### src/rtl/sram_like_bridge.sv
// ============================================================================
//  Module   : sram_like_bridge
//  Purpose  : Turns a single-cycle SRAM-style core port into an SRAM-like
//             split transaction. The address phase uses req/addr_ok and the
//             data phase uses data_ok. The pipeline is stalled until the
//             transaction completes. Read data stays buffered so that the
//             stage after the requester can consume it once the pipeline
//             resumes.
//  Revision : 1.0  initial release
// ----------------------------------------------------------------------------
//  Parameters
//    DATA_W   width of the address and data buses (default 32)
//    TIMEOUT  REQ+WAIT cycle limit for the sticky err flag; 0 = no watchdog
//  Build option
//    SRAM_LIKE_ADDR_MAP_EN  when defined, kseg0/kseg1 addresses (top three
//                           bits 100/101) are folded to physical addresses
//                           by clearing the top three bits
//  Ports
//    clk, rst        clock (rising edge), synchronous active-low reset
//    core_en         core access request, held while stallreq=1
//    core_wen        byte write enables, 0 = read
//    core_addr       byte address
//    core_wdata      store data
//    core_rdata      buffered read data
//    stall_hold      core stage is stalled by another source
//    stallreq        pipeline stall request
//    req, wr, size   bus address-phase request, write flag, transfer size
//    addr, wdata     latched bus address and write data
//    addr_ok         address phase accepted
//    data_ok         data phase complete, bus_rdata valid
//    bus_rdata       bus read data
//    err             sticky watchdog timeout flag
// ============================================================================
`default_nettype none

module sram_like_bridge #(
  parameter int DATA_W  = 32,
  parameter int TIMEOUT = 0
) (
  input  logic              clk,
  input  logic              rst,
  input  logic              core_en,
  input  logic [3:0]        core_wen,
  input  logic [DATA_W-1:0] core_addr,
  input  logic [DATA_W-1:0] core_wdata,
  output logic [DATA_W-1:0] core_rdata,
  input  logic              stall_hold,
  output logic              stallreq,
  output logic              req,
  output logic              wr,
  output logic [1:0]        size,
  output logic [DATA_W-1:0] addr,
  output logic [DATA_W-1:0] wdata,
  input  logic              addr_ok,
  input  logic              data_ok,
  input  logic [DATA_W-1:0] bus_rdata,
  output logic              err
);

  localparam logic [1:0] S_IDLE = 2'd0;
  localparam logic [1:0] S_REQ  = 2'd1;
  localparam logic [1:0] S_WAIT = 2'd2;
  localparam logic [1:0] S_DONE = 2'd3;

  logic [1:0]        state_q;
  logic [1:0]        state_d;

  logic              wr_q;
  logic [1:0]        size_q;
  logic [DATA_W-1:0] addr_q;
  logic [DATA_W-1:0] wdata_q;
  logic [DATA_W-1:0] rdata_q;

  logic [1:0]        size_dec;
  logic [DATA_W-1:0] addr_map;
  logic              launch;

  // --------------------------------------------------------------------------
  // FSM: state register
  // --------------------------------------------------------------------------
  always_ff @(posedge clk) begin
    if (!rst) begin
      state_q <= S_IDLE;
    end else begin
      state_q <= state_d;
    end
  end

  // --------------------------------------------------------------------------
  // FSM: next state
  // --------------------------------------------------------------------------
  always_comb begin
    state_d = state_q;
    case (state_q)
      S_IDLE:  if (core_en)     state_d = S_REQ;
      S_REQ:   if (addr_ok)     state_d = S_WAIT;   // early data_ok ignored
      S_WAIT:  if (data_ok)     state_d = S_DONE;
      // Staying in DONE while the core is held prevents re-issuing the
      // request that core_en still presents.
      S_DONE:  if (!stall_hold) state_d = S_IDLE;
      default:                  state_d = S_IDLE;
    endcase
  end

  // --------------------------------------------------------------------------
  // FSM: outputs
  // --------------------------------------------------------------------------
  always_comb begin
    req      = 1'b0;
    stallreq = 1'b0;
    case (state_q)
      S_IDLE:  stallreq = core_en;
      S_REQ: begin
        req      = 1'b1;
        stallreq = 1'b1;
      end
      S_WAIT:  stallreq = 1'b1;
      default: stallreq = 1'b0;
    endcase
  end

  // --------------------------------------------------------------------------
  // Request decode
  // --------------------------------------------------------------------------
  // Only naturally aligned single-byte and half-word enables narrow the
  // transfer. Every other pattern is treated as a full word.
  always_comb begin
    case (core_wen)
      4'b0001, 4'b0010, 4'b0100, 4'b1000: size_dec = 2'd0;
      4'b0011, 4'b1100:                   size_dec = 2'd1;
      default:                            size_dec = 2'd2;
    endcase
  end

`ifdef SRAM_LIKE_ADDR_MAP_EN
  always_comb begin
    addr_map = core_addr;
    if ((core_addr[DATA_W-1 -: 3] == 3'b100) ||
        (core_addr[DATA_W-1 -: 3] == 3'b101)) begin
      addr_map = {3'b000, core_addr[DATA_W-4:0]};
    end
  end
`else
  assign addr_map = core_addr;
`endif

  assign launch = (state_q == S_IDLE) && core_en;

  // --------------------------------------------------------------------------
  // Latched bus fields and read buffer
  // --------------------------------------------------------------------------
  // The bus fields are loaded only on launch, so they stay stable from REQ
  // until the DONE exit. The read buffer changes only on a read completion.
  always_ff @(posedge clk) begin
    if (!rst) begin
      wr_q    <= 1'b0;
      size_q  <= 2'd0;
      addr_q  <= '0;
      wdata_q <= '0;
      rdata_q <= '0;
    end else begin
      if (launch) begin
        wr_q    <= |core_wen;
        size_q  <= size_dec;
        addr_q  <= addr_map;
        wdata_q <= core_wdata;
      end
      if ((state_q == S_WAIT) && data_ok && !wr_q) begin
        rdata_q <= bus_rdata;
      end
    end
  end

  assign wr         = wr_q;
  assign size       = size_q;
  assign addr       = addr_q;
  assign wdata      = wdata_q;
  assign core_rdata = rdata_q;

  // --------------------------------------------------------------------------
  // Watchdog
  // --------------------------------------------------------------------------
  generate
    if (TIMEOUT > 0) begin : g_wdog
      localparam int              CNT_W     = $clog2(TIMEOUT + 1);
      localparam logic [CNT_W-1:0] C_TIMEOUT = CNT_W'(TIMEOUT);

      logic [CNT_W-1:0] cnt_q;
      logic [CNT_W-1:0] cnt_d;
      logic             err_q;
      logic             err_d;

      // The counter saturates at the limit. The FSM keeps waiting, so only
      // the flag reports the stuck transaction.
      always_comb begin
        cnt_d = cnt_q;
        err_d = err_q;
        if ((state_q == S_REQ) || (state_q == S_WAIT)) begin
          if (cnt_q != C_TIMEOUT) begin
            cnt_d = cnt_q + 1'b1;
          end
          if (cnt_d == C_TIMEOUT) begin
            err_d = 1'b1;
          end
        end else begin
          cnt_d = '0;
        end
      end

      always_ff @(posedge clk) begin
        if (!rst) begin
          cnt_q <= '0;
          err_q <= 1'b0;
        end else begin
          cnt_q <= cnt_d;
          err_q <= err_d;
        end
      end

      assign err = err_q;
    end else begin : g_no_wdog
      assign err = 1'b0;
    end
  endgenerate

endmodule

`default_nettype wire

### config.mk
export PLATFORM = sky130hd
export DESIGN_NAME = sram_like_bridge
export DESIGN_NICKNAME = d
export VERILOG_FILES = /design/src/rtl/sram_like_bridge.sv
export SDC_FILE = /design/constraint.sdc
export NUM_CORES = 1
export LEC_CHECK = 0
export CAP_MARGIN = 10
export CORE_MARGIN = 2
export CORE_UTILIZATION = 40
export CTS_CLUSTER_DIAMETER = 100
export CTS_CLUSTER_SIZE = 24
export DETAILED_ROUTE_END_ITERATION = 8
export PLACE_DENSITY = 0.81
export SLEW_MARGIN = 40
export SYNTH_ARGS = -nofsm -noshare
export SYNTH_HDL_FRONTEND = slang
export SYNTH_SLANG_ARGS = --single-unit
### constraint.sdc
create_clock -name clk -period 2.04 [get_ports clk]
set_clock_uncertainty 0.2 [all_clocks]
set_input_delay 0.204 -clock clk [delete_from_list [all_inputs] [get_ports clk]]
set_output_delay 0.204 -clock clk [all_outputs]
set_load 0.1 [all_outputs]
==> results of run 1 <==
## kinds of logic after synthesis
family / after synthesis / share of synthesized area (%)
xor gates and xnor gates: 1 / 0.220
DFF: 101 / 50.8
buffers and inverters: 36 / 5.81
muxes: 2 / 0.503
adders and majority gates: 7 / 2.20
other: 1 / 0.0941
AOI/OAI and AO/OA: 104 / 19.8
and+or+nand+nor: 209 / 20.6
## sequential cells by signal, summed over array words and instances (netlist names)
register / count
addr: 32
core_rdata: 32
size: 2
state_q: 2
wdata: 32
wr: 1
## where the power goes
group | leakage, nW | total, mW | switching [mW] | internal, mW
Sequential | 0.826 | 2.48 | 0.181 | 2.30
Clock | 0.0923 | 1.23 | 0.668 | 0.565
Combinational | 1.59 | 4.38 | 3.28 | 1.10
## metrics by stage
step           worst slack, ns  cell area, um^2
2_1_floorplan            0.110             3990
3_3_place_gp             0.289             5890
3_5_place_dp             0.192             5890
4_1_cts                 0.0255             6090
5_1_grt                 0.0306             6090
6_report                 0.109             6090
## worst max path at each step
stage | startpoint | to | slack (ns) | depth (start not counted)
finish | state_q[1] | stallreq | 0.11 | 6
global placement | core_en | wr | 0.29 | 5
detailed placement | state_q[0] | state_q[0] | 0.19 | 5
CTS | state_q[0] | stallreq | 0.03 | 6
global route | state_q[1] | stallreq | 0.03 | 6
floorplan | state_q[0] | stallreq | 0.11 | 7
## final cells by class
| cell class | count | area (um^2) | area share [%] |
|---|---|---|---|
| Clock buffer | 10 | 128 | 2.09 |
| Clock inverter | 6 | 63.8 | 1.05 |
| Inverter | 2 | 7.51 | 0.123 |
| Multi-Input combinational cell | 324 | 1760 | 28.8 |
| Sequential cell | 101 | 2030 | 33.3 |
| Tap cell | 133 | 166 | 2.73 |
| Timing Repair Buffer | 215 | 1950 | 31.9 |
## cells in the mapped netlist
| master | n | area share, % |
|---|---|---|
| nand3_1 | 1 | 0.13 |
| conb_1 | 1 | 0.094 |
| a21oi_1 | 1 | 0.13 |
| nor2b_1 | 1 | 0.16 |
| nor2_1 | 4 | 0.38 |
| and3b_2 | 1 | 0.25 |
| a21boi_2 | 1 | 0.28 |
| inv_1 | 2 | 0.19 |
| xor2_1 | 1 | 0.22 |
| buf_4 | 7 | 1.3 |
| and2b_1 | 1 | 0.19 |
| buf_2 | 8 | 1.0 |
| ha_1 | 7 | 2.2 |
| a31oi_1 | 2 | 0.31 |
| mux2i_1 | 2 | 0.50 |
| nor4bb_1 | 1 | 0.25 |
| dfxtp_1 | 101 | 51 |
| and2_1 | 1 | 0.16 |
| clkbuf_1 | 11 | 1.0 |
| nand3b_1 | 1 | 0.19 |
| a2111oi_4 | 1 | 0.69 |
| a21boi_0 | 24 | 4.5 |
| buf_6 | 8 | 2.3 |
| nor2b_4 | 1 | 0.35 |
| nand2_1 | 197 | 19 |
| a21boi_1 | 71 | 13 |
| o21ai_0 | 4 | 0.50 |
## per-layer routing
metal,global-route usage (%),vias up,part of all wire (%)
met1,23.0,1684,42
met4,8.11,0,2.2
met2,35.5,140,49
met5,0,-,0
li1,-,1851,-
met3,6.04,20,6.9
## worst reg2reg max path, delay by kind of cell (launching register included)
family                   cells  cell delay (ns)
AO/OA/AOI/OAI                1             0.39
flip-flops                   1             0.38
multiplexers                 1             0.25
adder cells (fa/ha/maj)      1             0.21
AND/OR/NAND/NOR              1             0.13
buffers and inverters        1             0.09
## timing repair
action,CTS,global route
hold endpoints to repair,0,0
cloned,0,0
hold buffers,0,0
gates resized for setup,6,2
endpoints found under the setup margin,1,1
==> flow_summary.json, run 1 <==
{
  "run_status": "finished, final reports clean",
  "ys_seq_area_share_pct": 50.8,
  "final_cell_mix": "nand2_1, clkdlybuf4s50_1, buf_4",
  "core_um2": 9730,
  "insertion_delay_ns": 0.36,
  "netlist_area_um2": 3980,
  "power_density_nw_per_um2": 1330,
  "viasPerCell": 4.67,
  "critical_path_class": "flip-flop to output pin",
  "reg2reg_depth": 5,
  "hold_end": "size[1]",
  "nets": 766,
  "fin_setup_tns_ns": 0,
  "clkSinkCount": 101,
  "synthCells": 461,
  "cts-root-buf": "clkbuf_8",
  "p_total_mw": 8.09,
  "cts_tree": "built",
  "cts_buffers": 9,
  "rsz0062_at_grt": "no",
  "synth_fp_nets": 574,
  "final_core_util_pct": 62.6,
  "hp-start": "rst",
  "dieArea_um2": 10800,
  "post-dp-hpwl_um": 7910,
  "htreeDepth": 3,
  "crit_path_end_kind": "output pin",
  "drive_above_1_share_pct": 21.1,
  "diodes": 0,
  "r2r-start": "state_q[1]",
  "maxCapViolations": 0,
  "cp.buffers_inverters": 2,
  "drc_errors": 0,
  "grt_pass1_vias": 3611,
  "setup_viol": 0,
  "ys_warn_count": 0,
  "mostFrequentLayoutCell": "nand2_1",
  "yosysUniqueCellTypes": 27,
  "io_buffers": 206,
  "clock_path_buffers": 2,
  "critical-path-top-delay-family": "flip-flops",
  "grt_overflow": 0,
  "worst_r2r_endpoint": "state_q[0]",
  "grt_util_all_layers_pct": 20.2,
  "grt_pass1_wl_um": 17700,
  "gp_congestion": 0.765,
  "fin_cells": 791,
  "cp_common_cell": "nor2_4",
  "wl_per_cell_um": 13.7,
  "drt_wl_total_um": 10800,
  "reg2reg_slack_ns": 0.31,
  "grt_max_degree": 66,
  "antenna_found_initial": 0,
  "die_w_um": 104,
  "timing.hold.ws_ns": 0.0788,
  "start_util_pct": 40.9,
  "rows": 36,
  "critPathArrivalTime_ns": 1.53,
  "min_delay_path_depth": 3,
  "dr.pass1.iters": 4,
  "cts_setup_buffers": 0,
  "fin_crit_sh_pct": 94.7,
  "min_path_type": "input pin to flip-flop",
  "die_y_um": 104,
  "worstPathCellList": "inv_1 > ha_2 > and2_4 > nor2_4 > nor2_4 > buf_12",
  "worst-path-max-fanout": 6,
  "vias": 3695,
  "cp_slowest_cell": "dfxtp_2",
  "avgSynthCellArea_um2": 8.64,
  "hold_viol_final": 0,
  "start_kind": "flip-flop",
  "slew_violations": 0,
  "clk_pin_slew_ns": 0.09,
  "ios": 208,
  "syn_to_final_growth_pct": 53.0,
  "yosys_register_bits": 101,
  "worst_path_largest_cell_delay_ns": 0.36,
  "n_fill_cell": 844,
  "fmax_mhz": 518,
  "drt-initial-drc-count": 156,
  "dp.cells": 775,
  "p_leak_nw": 2.51,
  "worst_ep_required_time_ns": 1.64,
  "ir_drop_uv": 778,
  "ant_nets": 0,
  "finalCriticalPeriod_ns": 1.93
}
Power figures use the tool's default switching activity.
==> run 2, diff against run 1 <==
--- a/config.mk
+++ b/config.mk
@@ -12,4 +12,5 @@
 export CTS_CLUSTER_SIZE = 24
 export DETAILED_ROUTE_END_ITERATION = 8
+export GPL_TIMING_DRIVEN = 1
 export PLACE_DENSITY = 0.81
 export SLEW_MARGIN = 40
==> constraint.sdc (replaced) <==
create_clock -name clk -period 2.04 [get_ports clk]
set_clock_uncertainty 0.2 [all_clocks]
set_input_delay 0.408 -clock clk [delete_from_list [all_inputs] [get_ports clk]]
set_output_delay 0.408 -clock clk [all_outputs]
set_load 0.1 [all_outputs]
==> run 2 against run 1 <==
Against the previous run: clock-buffer cell count grew 2; cell count grew 0.88%; die area is the same; flip-flop and latch count is the same; via count grew 1.5%; sequential power grew 6%; register-to-register slack lost 0.13 ns; worst hold slack gained 0.21 ns; power grew 14%; largest cell class is now non-clock buffers.
==> flow_summary.json, run 2 (synthesis results as in run 1) <==
{
  "fmax_mhz": 501,
  "hp-start": "addr[7]",
  "relSlewSlack_pct": 66.0,
  "grt_max_degree": 66,
  "fin_crit_sh_pct": 97.9,
  "p_leak_nw": 2.84,
  "diodes": 0,
  "start_kind": "input pin",
  "power_density_nw_per_um2": 1250,
  "critical_path_class": "input pin to output pin",
  "min_path_type": "flip-flop to flip-flop",
  "drive_above_1_share_pct": 22.1,
  "final_cell_mix": "nand2_1, clkdlybuf4s50_1, buf_12",
  "dr.pass1.iters": 4,
  "rows": 36,
  "critPathArrivalTime_ns": 1.39,
  "grt_overflow": 0,
  "gp_congestion": 0.730,
  "ant_nets": 0,
  "drt-initial-drc-count": 139,
  "finalCriticalPeriod_ns": 2.00,
  "vias": 3749,
  "worst-path-max-fanout": 3,
  "timing.hold.ws_ns": 0.293,
  "final_area_um2": 7390,
  "slew_violations": 0,
  "clock_path_buffers": 2,
  "antenna_found_initial": 0,
  "setup_viol": 0,
  "wl_met3_um": 854,
  "grt_pass1_wl_um": 19700,
  "clk_pin_slew_ns": 0.09,
  "die_w_um": 104,
  "post-dp-hpwl_um": 8950,
  "drc_errors": 0,
  "start_util_pct": 40.9,
  "dp.cells": 776,
  "met1_length_um": 4610,
  "top_layer_used": "met4",
  "syn_to_final_growth_pct": 85.4,
  "run_status": "finished, final reports clean",
  "die_y_um": 104,
  "placedInstanceArea_um2": 7110,
  "ios": 208,
  "wl_met2_um": 6320,
  "p_total_mw": 9.22,
  "wl_per_cell_um": 14.9,
  "fin_cells": 798,
  "dieArea_um2": 10800,
  "worst_ep_required_time_ns": 1.43,
  "ir_drop_uv": 1340,
  "insertion_delay_ns": 0.34,
  "fin_setup_tns_ns": 0,
  "mostFrequentLayoutCell": "nand2_1",
  "postCtsHoldBufs": 0,
  "cts_tree": "built",
  "grt_pass1_vias": 3881,
  "drt_wl_total_um": 11900,
  "cts-root-buf": "clkbuf_8",
  "clkSinkCount": 101,
  "viasPerCell": 4.70,
  "crit_path_end_kind": "output pin",
  "grt_util_all_layers_pct": 22.6,
  "worstMarginPinSlew_ns": 0.510,
  "io_buffers": 206,
  "cp-startpoint": "core_en",
  "cts_buffers": 9,
  "hold_viol_final": 0,
  "core_um2": 9730,
  "nets": 773,
  "r2r-start": "state_q[1]",
  "maxCapViolations": 0,
  "htreeDepth": 3
}
run 2: changes by cell type in the layout (fill, tap and decap cells not counted), sizes merged:
cell      change
inv           +1
clkbuf        +2
clkinvlp      -1
clkinv        -2
buf           +7
run 2: final cells by class:
| type | count | area, um^2 |
|---|---|---|
| Timing Repair Buffer | 222 | 3210 |
| Fill cell | 629 | 2340 |
| Sequential cell | 101 | 2020 |
| Multi-Input combinational cell | 324 | 1770 |
| Tap cell | 133 | 166 |
| Clock buffer | 12 | 155 |
| Clock inverter | 4 | 55.1 |
| Inverter | 2 | 7.51 |
run 2: worst paths after layout:
path,to,slack [ns],cells after the start
hold / removal,addr[7],0.29,2
setup reg to reg,state_q[0],0.18,7
setup / recovery,stallreq,0.04,5
hold reg to reg,addr[7],0.29,2
run 2: routing by layer:
| layer | vias to the layer above | global-route usage, % |
|---|---|---|
| li1 | 1867 | - |
| met2 | 135 | 42.4 |
| met4 | 0 | 5.69 |
| met1 | 1737 | 24.6 |
| met5 | - | 0 |
| met3 | 10 | 6.92 |
run 2: critical path, cell delays in order:
cell and delay, ns:
clkdlybuf4s50_1 0.49, and2_4 0.18, nor2_4 0.04, nor2_4 0.09
buf_12 0.18
run 2: power by group:
part | total (mW) | internal, mW | leakage (nW) | switching (mW)
clock network | 1.32 | 0.643 | 0.103 | 0.680
logic | 5.28 | 1.92 | 1.91 | 3.36
registers | 2.62 | 2.30 | 0.825 | 0.320
run 2: per-stage QoR:
stage / util [%] / worst slack [ns]
3_5_place_dp: 73.0 / -0.0187
2_1_floorplan: - / -0.0703
4_1_cts: 75.6 / 0.0138
3_3_place_gp: 73.0 / -0.00432
6_report: 75.9 / 0.0435
5_1_grt: 75.9 / -0.000209
run 2: repair_timing:
item	4_1_cts	5_1_grt
pin swaps	0	2
endpoints found under the setup margin	1	1
buffers inserted	2	4
gates resized for setup	5	3
